==> src/rtl/microc_pkg.sv <==
// microc_pkg
// Shared definitions for the microc instruction sequencer:
//   - state_t     : sequencer FSM states (IDLE, FETCH, EXEC, HALT)
//   - op_class_t  : decoded instruction class
//   - OP_*        : opcode prefixes / full opcodes for the control-flow classes
//   - decode_class: maps a 6-bit opcode onto its class
package microc_pkg;

  typedef enum logic [1:0] {
    IDLE,
    FETCH,
    EXEC,
    HALT
  } state_t;

  typedef enum logic [2:0] {
    CLS_ALU,
    CLS_J,
    CLS_JZ,
    CLS_JNZ,
    CLS_CALL,
    CLS_RET,
    CLS_NOP,
    CLS_HALT
  } op_class_t;

  // Branch classes are identified by their top four opcode bits; the low two
  // bits are free for the datapath and ignored here.
  localparam logic [3:0] OP_J   = 4'b1100;
  localparam logic [3:0] OP_JZ  = 4'b1101;
  localparam logic [3:0] OP_JNZ = 4'b1110;

  localparam logic [5:0] OP_CALL = 6'b111100;
  localparam logic [5:0] OP_RET  = 6'b111101;
  localparam logic [5:0] OP_NOP  = 6'b111110;
  localparam logic [5:0] OP_HALT = 6'b111111;

  // Everything below 1100xx is an ALU operation that commits through exec_en.
  function automatic op_class_t decode_class(input logic [5:0] op);
    op_class_t cls;
    cls = CLS_ALU;
    if (op[5:2] == OP_J) begin
      cls = CLS_J;
    end else if (op[5:2] == OP_JZ) begin
      cls = CLS_JZ;
    end else if (op[5:2] == OP_JNZ) begin
      cls = CLS_JNZ;
    end else if (op == OP_CALL) begin
      cls = CLS_CALL;
    end else if (op == OP_RET) begin
      cls = CLS_RET;
    end else if (op == OP_NOP) begin
      cls = CLS_NOP;
    end else if (op == OP_HALT) begin
      cls = CLS_HALT;
    end
    return cls;
  endfunction

endpackage

==> src/rtl/return_stack.sv <==
// return_stack
// LIFO of return addresses for CALL/RET.
// Ports:
//   reloj  in   clock (rising edge)
//   reset  in   synchronous active-low reset, empties the stack
//   push   in   write din on top (ignored when full)
//   pop    in   discard the top entry (ignored when empty)
//   din    in   PC_W return address to push
//   dout   out  PC_W current top entry (meaningless while empty)
//   full   out  STACK_D entries held
//   empty  out  no entries held
module return_stack
#(
  parameter int PC_W    = 10,
  parameter int STACK_D = 4
)
(
  input  logic            reloj,
  input  logic            reset,
  input  logic            push,
  input  logic            pop,
  input  logic [PC_W-1:0] din,
  output logic [PC_W-1:0] dout,
  output logic            full,
  output logic            empty
);

  localparam int CNT_W = $clog2(STACK_D + 1);
  localparam int IDX_W = (STACK_D > 1) ? $clog2(STACK_D) : 1;
  localparam logic [CNT_W-1:0] CNT_ONE = CNT_W'(1);
  localparam logic [CNT_W-1:0] CNT_MAX = CNT_W'(STACK_D);

  logic [PC_W-1:0]  mem [STACK_D];
  logic [CNT_W-1:0] count;
  logic [IDX_W-1:0] wr_idx;
  logic [IDX_W-1:0] rd_idx;

  // count is both the fill level and the index of the next free slot.
  assign wr_idx = IDX_W'(count);
  assign rd_idx = IDX_W'(count - CNT_ONE);
  assign full   = (count == CNT_MAX);
  assign empty  = (count == '0);
  assign dout   = mem[rd_idx];

  // Storage needs no reset: entries are only visible below count.
  always_ff @(posedge reloj) begin
    if (reset && push && !full) begin
      mem[wr_idx] <= din;
    end
  end

  // Push has priority; the sequencer never requests both in one cycle.
  always_ff @(posedge reloj) begin
    if (!reset) begin
      count <= '0;
    end else if (push && !full) begin
      count <= count + CNT_ONE;
    end else if (pop && !empty) begin
      count <= count - CNT_ONE;
    end
  end

endmodule

==> src/rtl/secuenciador_microc.sv <==
// secuenciador_microc
// Multi-cycle instruction sequencer for the microc CPU. Owns the PC, fetches
// through an imem req/ack handshake, holds the IR and resolves control flow.
// Ports:
//   reloj      in   clock (rising edge)
//   reset      in   synchronous active-low reset
//   run        in   start request, looked at only while idle
//   imem_ack   in   opcode/dest valid this cycle
//   opcode     in   6-bit instruction opcode
//   dest       in   PC_W branch/call target
//   zero       in   datapath zero flag, used by JZ/JNZ in EXEC
//   pc         out  PC_W current fetch address
//   imem_req   out  fetch request, high throughout FETCH
//   ir_we      out  IR load pulse on the accepted fetch cycle
//   exec_en    out  datapath commit enable, EXEC of ALU instructions only
//   busy       out  high in FETCH and EXEC
//   halted     out  high in HALT
//   stack_err  out  sticky return stack overflow/underflow
module secuenciador_microc
  import microc_pkg::*;
#(
  parameter int PC_W    = 10,
  parameter int STACK_D = 4
)
(
  input  logic            reloj,
  input  logic            reset,
  input  logic            run,
  input  logic            imem_ack,
  input  logic [5:0]      opcode,
  input  logic [PC_W-1:0] dest,
  input  logic            zero,
  output logic [PC_W-1:0] pc,
  output logic            imem_req,
  output logic            ir_we,
  output logic            exec_en,
  output logic            busy,
  output logic            halted,
  output logic            stack_err
);

  localparam logic [PC_W-1:0] PC_ONE = PC_W'(1);

  state_t          state;
  logic [5:0]      ir_op;
  logic [PC_W-1:0] ir_dest;
  op_class_t       exec_cls;
  logic [PC_W-1:0] pc_inc;

  logic            stack_push;
  logic            stack_pop;
  logic [PC_W-1:0] stack_top;
  logic            stack_full;
  logic            stack_empty;

  assign exec_cls = decode_class(ir_op);
  // Natural PC_W-bit overflow gives the 2^PC_W-1 -> 0 wrap, also for the
  // return address pushed by CALL.
  assign pc_inc   = pc + PC_ONE;

  // The load pulse follows the ack directly, since the memory only presents
  // the instruction during that cycle. Gated by reset so a fetch that is
  // being aborted never reaches the IR.
  assign ir_we = (state == FETCH) && imem_ack && reset;

  assign stack_push = (state == EXEC) && (exec_cls == CLS_CALL) && !stack_full;
  assign stack_pop  = (state == EXEC) && (exec_cls == CLS_RET) && !stack_empty;

  return_stack #(
    .PC_W    (PC_W),
    .STACK_D (STACK_D)
  ) u_return_stack (
    .reloj (reloj),
    .reset (reset),
    .push  (stack_push),
    .pop   (stack_pop),
    .din   (pc_inc),
    .dout  (stack_top),
    .full  (stack_full),
    .empty (stack_empty)
  );

  // Sequencer FSM. Status outputs are registered alongside the state so each
  // one changes on exactly the edge that enters or leaves its state. exec_en
  // is decided from the incoming opcode when the fetch is accepted, which
  // makes it high for the single EXEC cycle that follows.
  always_ff @(posedge reloj) begin
    if (!reset) begin
      state     <= IDLE;
      pc        <= '0;
      ir_op     <= '0;
      ir_dest   <= '0;
      imem_req  <= 1'b0;
      exec_en   <= 1'b0;
      busy      <= 1'b0;
      halted    <= 1'b0;
      stack_err <= 1'b0;
    end else begin
      exec_en <= 1'b0;
      unique case (state)
        IDLE: begin
          if (run) begin
            state    <= FETCH;
            imem_req <= 1'b1;
            busy     <= 1'b1;
          end
        end
        FETCH: begin
          if (imem_ack) begin
            ir_op    <= opcode;
            ir_dest  <= dest;
            state    <= EXEC;
            imem_req <= 1'b0;
            exec_en  <= (decode_class(opcode) == CLS_ALU);
          end
        end
        EXEC: begin
          state    <= FETCH;
          imem_req <= 1'b1;
          case (exec_cls)
            CLS_ALU, CLS_NOP: pc <= pc_inc;
            CLS_J:            pc <= ir_dest;
            CLS_JZ:           pc <= zero ? ir_dest : pc_inc;
            CLS_JNZ:          pc <= zero ? pc_inc : ir_dest;
            CLS_CALL: begin
              if (stack_full) begin
                stack_err <= 1'b1;
                state     <= HALT;
                imem_req  <= 1'b0;
                busy      <= 1'b0;
                halted    <= 1'b1;
              end else begin
                pc <= ir_dest;
              end
            end
            CLS_RET: begin
              if (stack_empty) begin
                stack_err <= 1'b1;
                state     <= HALT;
                imem_req  <= 1'b0;
                busy      <= 1'b0;
                halted    <= 1'b1;
              end else begin
                pc <= stack_top;
              end
            end
            CLS_HALT: begin
              state    <= HALT;
              imem_req <= 1'b0;
              busy     <= 1'b0;
              halted   <= 1'b1;
            end
            default: begin
              state <= FETCH;
            end
          endcase
        end
        HALT: begin
          state <= HALT;
        end
      endcase
    end
  end

endmodule

==> config.mk <==
export PLATFORM = sky130hd
export DESIGN_NAME = secuenciador_microc
export DESIGN_NICKNAME = d
export VERILOG_FILES = /design/src/rtl/microc_pkg.sv /design/src/rtl/return_stack.sv /design/src/rtl/secuenciador_microc.sv
export SDC_FILE = /design/constraint.sdc
export NUM_CORES = 1
export LEC_CHECK = 0
export BUFFER_PORTS_ARGS = -buffer_cell sky130_fd_sc_hd__buf_4
export CELL_PAD_IN_SITES_DETAIL_PLACEMENT = 0
export CELL_PAD_IN_SITES_GLOBAL_PLACEMENT = 1
export CORE_MARGIN = 10
export CORE_UTILIZATION = 51
export DETAILED_ROUTE_END_ITERATION = 8
export GPL_ROUTABILITY_DRIVEN = 0
export PLACE_DENSITY_LB_ADDON = 0.1
export SYNTH_ARGS = -nofsm -noshare
export SYNTH_HDL_FRONTEND = slang
export SYNTH_SLANG_ARGS = --single-unit
==> constraint.sdc <==
create_clock -name reloj -period 5.2 [get_ports reloj]
set_input_delay 0.52 -clock reloj [delete_from_list [all_inputs] [get_ports reloj]]
set_output_delay 0.52 -clock reloj [all_outputs]
set_load 0.05 [all_outputs]
==> metrics.txt, run 1 <==
Worst VDD drop 0.000223 V; Pleak 1.36 nW; Iter 0 DRT Violations 185; most common cell after layout, fill and taps aside edfxtp_1; flop2flop setup slack 2.26 ns; H-Tree Depth 3; most frequent cells in the layout edfxtp_1, buf_4, dfxtp_1; critical path class reg -> reg; root buffer cell clkbuf_8; largest net degree at the start of global routing 19; clock insertion delay at the later pin of the skew report 0.34 ns; maximum fanout along the worst path 14; # DRC 0; row count 29; die area 10100 um2; PortBufs 36; minimum clock period 2.94 ns; fraction of registers with async set/reset 0%; Syn Inst Count 256; antenna viol nets, final 0; first-pass GRT wire length 12200 um; Fin. Hold Viols 0; Clock Pin Slew Worst Setup and Hold Paths 0.08 ns; fin crit share 56.5%; drt total wl 8010 um; Post-CTS Setup Inserts 0; Clock Skew 0.00662 ns; Mapped Area 3320 um2; Setup-failing EPs final 0; RSZ-0062 raised after global routing false; HPWL after DPL 5530 um; overall routing resource usage 15.8%; pwr dens 297 nW/um2; via/cell ratio 6.22; Worst EP arrival 3.18 ns; max-slew violation count 0; fin nets 318; Core Util, Final 60.0%; DR vias 2320; PostCTS Resize Cnt 0; status finished, final reports clean; biggest area consumer among synthesized cells edfxtp_1; CTS tree done; cts hold-fix bufs 0; Crit. End Element register; total negative slack 0 ns; diode count 0; Seq/Total Area, Yosys 57.8%; CTS Buf Count 9; CP Data Required Time 5.45 ns; worst min path class in -> reg; clock sinks 76; f_max 340 MHz; share of cells above drive strength 1 23.6%; fillers 533; mean post-synth cell area 13.0 um2; Yosys warning total 0; global route total overflow 0; library cells used by synthesis 49; startpoint types register; Post-synth EDFFs 40; top cell type's share of synthesized area 36.1%; worst slew pin tran 0.947 ns; Die Ht 101 um; Net Count, Synth 283; register bit total from synthesis 76; relative slew slack 36.6%; Max-Cap Viols 0; initial antenna violation count 0; clk buf depth 2; vias in the first global route 2291; initial cell density of the core 52.3%; total iterations of the first detailed-routing run 5; Post-Layout Cell Count 373; dominant synthesized flop cell edfxtp_1; Area Overhead vs Synth 14.6%; top post-synthesis cells by area edfxtp_1, dfxtp_1, mux4_2, a22o_1, ha_1; IO Pins 37; Die W 101 um; core area 6350 um2; Wirelength per Cell 21.5 um; Inst Count DP 357
cells by family (layout without fill, tap and decap cells):
group	after synthesis	in the layout	synth area share, %
and+or+nand+nor	53	53	9.49
muxes	12	12	7.42
adders and majority gates	6	6	2.26
AOI/OAI and AO/OA	83	83	18.6
buffers and inverters	20	60	2.60
DFF	76	76	57.8
xor gates and xnor gates	6	6	1.81
routing by layer:
layer / vias up / track usage, % / part of all wire [%]
met2: 69 / 25.5 / 49
met5: - / 0 / 0
met3: 7 / 3.98 / 6.3
li1: 1096 / - / -
met1: 1148 / 19.7 / 44
met4: 0 / 6.20 / 0.85
final timing paths:
path                           start  endpoint  cells past startpoint
max          u_return_stack.count[0]     pc[7]                      6
min                        opcode[4]   exec_en                      2
min reg2reg                   halted    halted                      1
max reg2reg  u_return_stack.count[0]     pc[7]                      6
layout make-up:
class,count,area (um2),share of cell area (%)
inverters,7,26.3,0.690
multi-input cells,160,1320,34.5
clock buffers,12,145,3.81
flip-flops and latches,76,1920,50.5
repair buffers,37,278,7.30
clock inverters,4,25.0,0.657
well taps,77,96.3,2.53
Yosys cell counts, drive strengths merged, types with 3 or more instances:
master,count
nor2b,5
a222oi,4
a311oi,4
xnor2,4
dfxtp,36
or2,5
edfxtp,40
o21ai,8
nor2,3
buf,6
and3,4
and2,5
a22o,16
nand2,9
nand3,5
nor3,5
nand4,3
o21a,6
ha,6
a22oi,4
mux4,10
o31a,3
a21oi,15
inv,7
clkbuf,7
a211oi,9
critical path: stages (launching register included):
cell	delay [ns]
dfxtp_1	0.88
inv_1	0.22
ha_1	0.35
nor2b_1	0.19
o211ai_1	0.77
a21oi_1	0.13
a311oi_1	0.29
power by group:
| group | internal, W | total, W | switching, W |
|---|---|---|---|
| registers | 0.000640 | 0.000654 | 0.0000143 |
| clock network | 0.000185 | 0.000398 | 0.000213 |
| logic | 0.0000335 | 0.0000786 | 0.0000451 |
| total | 0.000858 | 0.00113 | 0.000273 |
flip-flops by register name (all words and copies together) (netlist names), 2 cells and up:
register,flops
ir_dest,10
u_return_stack.count,3
ir_op,6
state,2
pc,10
u_return_stack.mem,40
stage by stage:
stage | setup WS [ns] | hold slack, ns | power [W] | cell area (um2)
3_5_place_dp | 2.28 | 0.460 | 0.000746 | 3640
2_1_floorplan | 2.77 | 0.443 | 0.000713 | 3320
6_report | 2.26 | 0.367 | 0.00113 | 3810
4_1_cts | 2.27 | 0.364 | 0.00114 | 3810
5_1_grt | 1.95 | 0.376 | 0.00117 | 3810
3_3_place_gp | 2.37 | 0.460 | 0.000746 | 3640
Note: power is estimated with default switching activity, not from simulation.
==> inputs of run 2 (changes only) <==
--- a/config.mk
+++ b/config.mk
@@ -9,7 +9,7 @@
 export CELL_PAD_IN_SITES_DETAIL_PLACEMENT = 0
 export CELL_PAD_IN_SITES_GLOBAL_PLACEMENT = 1
 export CORE_MARGIN = 10
-export CORE_UTILIZATION = 51
+export CORE_UTILIZATION = 47
 export DETAILED_ROUTE_END_ITERATION = 8
 export GPL_ROUTABILITY_DRIVEN = 0
 export PLACE_DENSITY_LB_ADDON = 0.1
==> constraint.sdc (replaced) <==
create_clock -name reloj -period 2.9 [get_ports reloj]
set_input_delay 0.29 -clock reloj [delete_from_list [all_inputs] [get_ports reloj]]
set_output_delay 0.29 -clock reloj [all_outputs]
set_load 0.05 [all_outputs]
==> run 2 against run 1 <==
Routed wire length down 2.7%. Critical endpoint is now u_return_stack.mem[1][5]. Count of clock-buffer cells in the layout down 2. First-iteration DRC count down 36%. Global-route usage down 1.3 points. Largest cell class unchanged.
==> metrics.txt, run 2 (synthesis results as in run 1) <==
status finished, final reports clean (unchanged); most frequent cells in the layout buf_4, edfxtp_1, dfxtp_1 (was edfxtp_1, buf_4, dfxtp_1); most common cell after layout, fill and taps aside buf_4 (was edfxtp_1); cts hold-fix bufs 0 (unchanged); antenna viol nets, final 0 (unchanged); Die W 104 um (was 101 um); Core Util, Final 57.4% (was 60.0%); WL met1 3390 um (was 3530 um); initial antenna violation count 0 (unchanged); clk buf depth 2 (unchanged); CTS tree done (unchanged); clock insertion delay at the later pin of the skew report 0.34 ns (about the same); max-slew violation count 0 (unchanged); critical path cell sequence inv_1, ha_1, a21oi_1, and3_1, and2_1 (was inv_1, ha_1, nor2b_1, o211ai_1, a21oi_1, a311oi_1); fillers 586 (was 533); Net Sw Frac 23.0% (was 24.1%); minimum clock period 2.15 ns (was 2.94 ns); Largest regs u_return_stack.mem: 40 flops, ir_dest: 10 flops, pc: 10 flops (unchanged); die area 10800 um2 (was 10100 um2); first-pass GRT wire length 12400 um (was 12200 um); Routed met2 length 3800 um (was 3910 um); Worst VDD drop 0.000369 V (was 0.000223 V); row count 30 (was 29); clock sinks 76 (unchanged); via/cell ratio 5.64 (was 6.22); Max-Cap Viols 0 (unchanged); PostCTS Resize Cnt 0 (unchanged); reg2reg start u_return_stack.count[1] (was u_return_stack.count[0]); RSZ-0062 raised after global routing false (unchanged); largest net degree at the start of global routing 16 (was 19); capture point of the worst path u_return_stack.mem[1][5] (was pc[7]); global route total overflow 0 (unchanged); Die Ht 104 um (was 101 um); DR vias 2241 (was 2320); CTS Buf Count 9 (unchanged); Setup-failing EPs final 0 (unchanged); PortBufs 36 (unchanged); flop2flop setup slack 0.75 ns (was 2.26 ns); setup ws final 0.752 ns (was 2.26 ns); fin nets 323 (was 318); max reg flops 40 (unchanged); Switch Pwr 0.000509 W (was 0.000273 W); # DRC 0 (unchanged); overall routing resource usage 14.5% (was 15.8%); Crit. End Element register (unchanged); pwr dens 564 nW/um2 (was 297 nW/um2); share of cells above drive strength 1 25.2% (was 23.6%); Wirelength per Cell 19.6 um (was 21.5 um); fin crit share 74.1% (was 56.5%); combinational share of power 6.5% (was 6.9%); Max Used Layer met4 (unchanged); worst slew pin tran 0.679 ns (was 0.947 ns); Clock Pin Slew Worst Setup and Hold Paths 0.08 ns (about the same); Slowest-stage cell, CP and2_1 (was dfxtp_1); initial cell density of the core 48.6% (was 52.3%); Pleak 1.42 nW (was 1.36 nW); relative slew slack 53.5% (was 36.6%); Fin. Hold Viols 0 (unchanged); drt total wl 7800 um (was 8010 um); Area Overhead vs Synth 18.0% (was 14.6%); maximum fanout along the worst path 10 (was 14); total power 0.00221 W (was 0.00113 W); HPWL after DPL 5520 um (was 5530 um); critical path class reg -> reg (unchanged); Pint 0.00170 W (was 0.000858 W); Iter 0 DRT Violations 119 (was 185); diode count 0 (unchanged); CP Data Required Time 2.88 ns (was 5.45 ns); vias in the first global route 2224 (was 2291); f_max 466 MHz (was 340 MHz); FF-to-FF path depth 5 (was 6); largest reg by FF count u_return_stack.mem (unchanged); startpoint types register (unchanged); total negative slack 0 ns (unchanged); worst min path class in -> reg (unchanged); total iterations of the first detailed-routing run 4 (was 5); Worst EP arrival 2.12 ns (was 3.18 ns); core area 6830 um2 (was 6350 um2); Post-CTS Setup Inserts 0 (unchanged); R2R Path End u_return_stack.mem[1][5] (was pc[7]); pre-CTS setup slack 0.744 ns (was 2.28 ns); clock share of power 40.6% (was 35.2%); Clock Skew 0.00645 ns (was 0.00662 ns); IO Pins 37 (unchanged); met3 WL post-DR 565 um (was 505 um); crit path launch u_return_stack.count[1] (was u_return_stack.count[0]); sequential share of power 52.9% (was 57.8%); H-Tree Depth 3 (unchanged); root buffer cell clkbuf_8 (unchanged); slowest cell delay on critical path 0.49 ns (was 0.88 ns)
run 2: changes by cell type in the layout (fill, tap and decap cells not counted):
cell        change
buf_4           +5
bufinv_16       +2
clkinv_2        -2
clkinv_4        +2
clkinvlp_4      -2
inv_6           +2
clkbuf_1        -1
clkbuf_8        -1
run 2: critical path, delay by kind of cell, from the launching register on:
kind | cells | cell delay (ns)
simple gates | 2 | 0.74
compound gates | 1 | 0.32
fa+ha+maj | 1 | 0.27
flops | 1 | 0.37
buf+inv | 1 | 0.09
run 2: how the worst min path moves through the flow:
stage	startpoint	endpoint	slack [ns]	cells after the start
finish	opcode[5]	exec_en	0.15	2
global route	dest[0]	ir_dest[0]	0.14	2
CTS	opcode[5]	exec_en	0.13	2
detailed placement	halted	halted	0.46	1
global placement	halted	halted	0.45	1
floorplan	opcode[4]	exec_en	0.40	1
run 2: layout make-up:
class	count	area [um2]	area share (%)
Clock buffer	10	128	3.25
Clock inverter	6	95.1	2.43
Inverter	7	26.3	0.670
Multi-Input combinational cell	160	1320	33.5
Sequential cell	76	1920	49.0
Tap cell	96	120	3.06
Timing Repair Buffer	42	315	8.04
run 2: routing by layer:
| layer | vias to the layer above | global-route usage, % |
|---|---|---|
| met5 | - | 0 |
| met4 | 0 | 5.07 |
| met3 | 4 | 4.40 |
| met2 | 67 | 22.2 |
| met1 | 1063 | 18.9 |
| li1 | 1107 | - |
run 2: power by group through the flow:
stage | sequential [W] | clock [W] | combinational, W
2_1_floorplan | 0.00121 | 0 | 0.0000656
3_5_place_dp | 0.00120 | 0 | 0.000145
3_3_place_gp | 0.00120 | 0 | 0.000144
4_1_cts | 0.00117 | 0.000914 | 0.000146
5_1_grt | 0.00117 | 0.000966 | 0.000156
6_report | 0.00117 | 0.000897 | 0.000144
run 2: metrics by stage:
step | instance area, um2 | std cells | hold slack, ns
floorplan | 3320 | 256 | 0.400
global placement | 3700 | 381 | 0.452
detailed placement | 3700 | 381 | 0.461
CTS | 3920 | 397 | 0.133
global route | 3920 | 397 | 0.145
finish | 3920 | 397 | 0.151
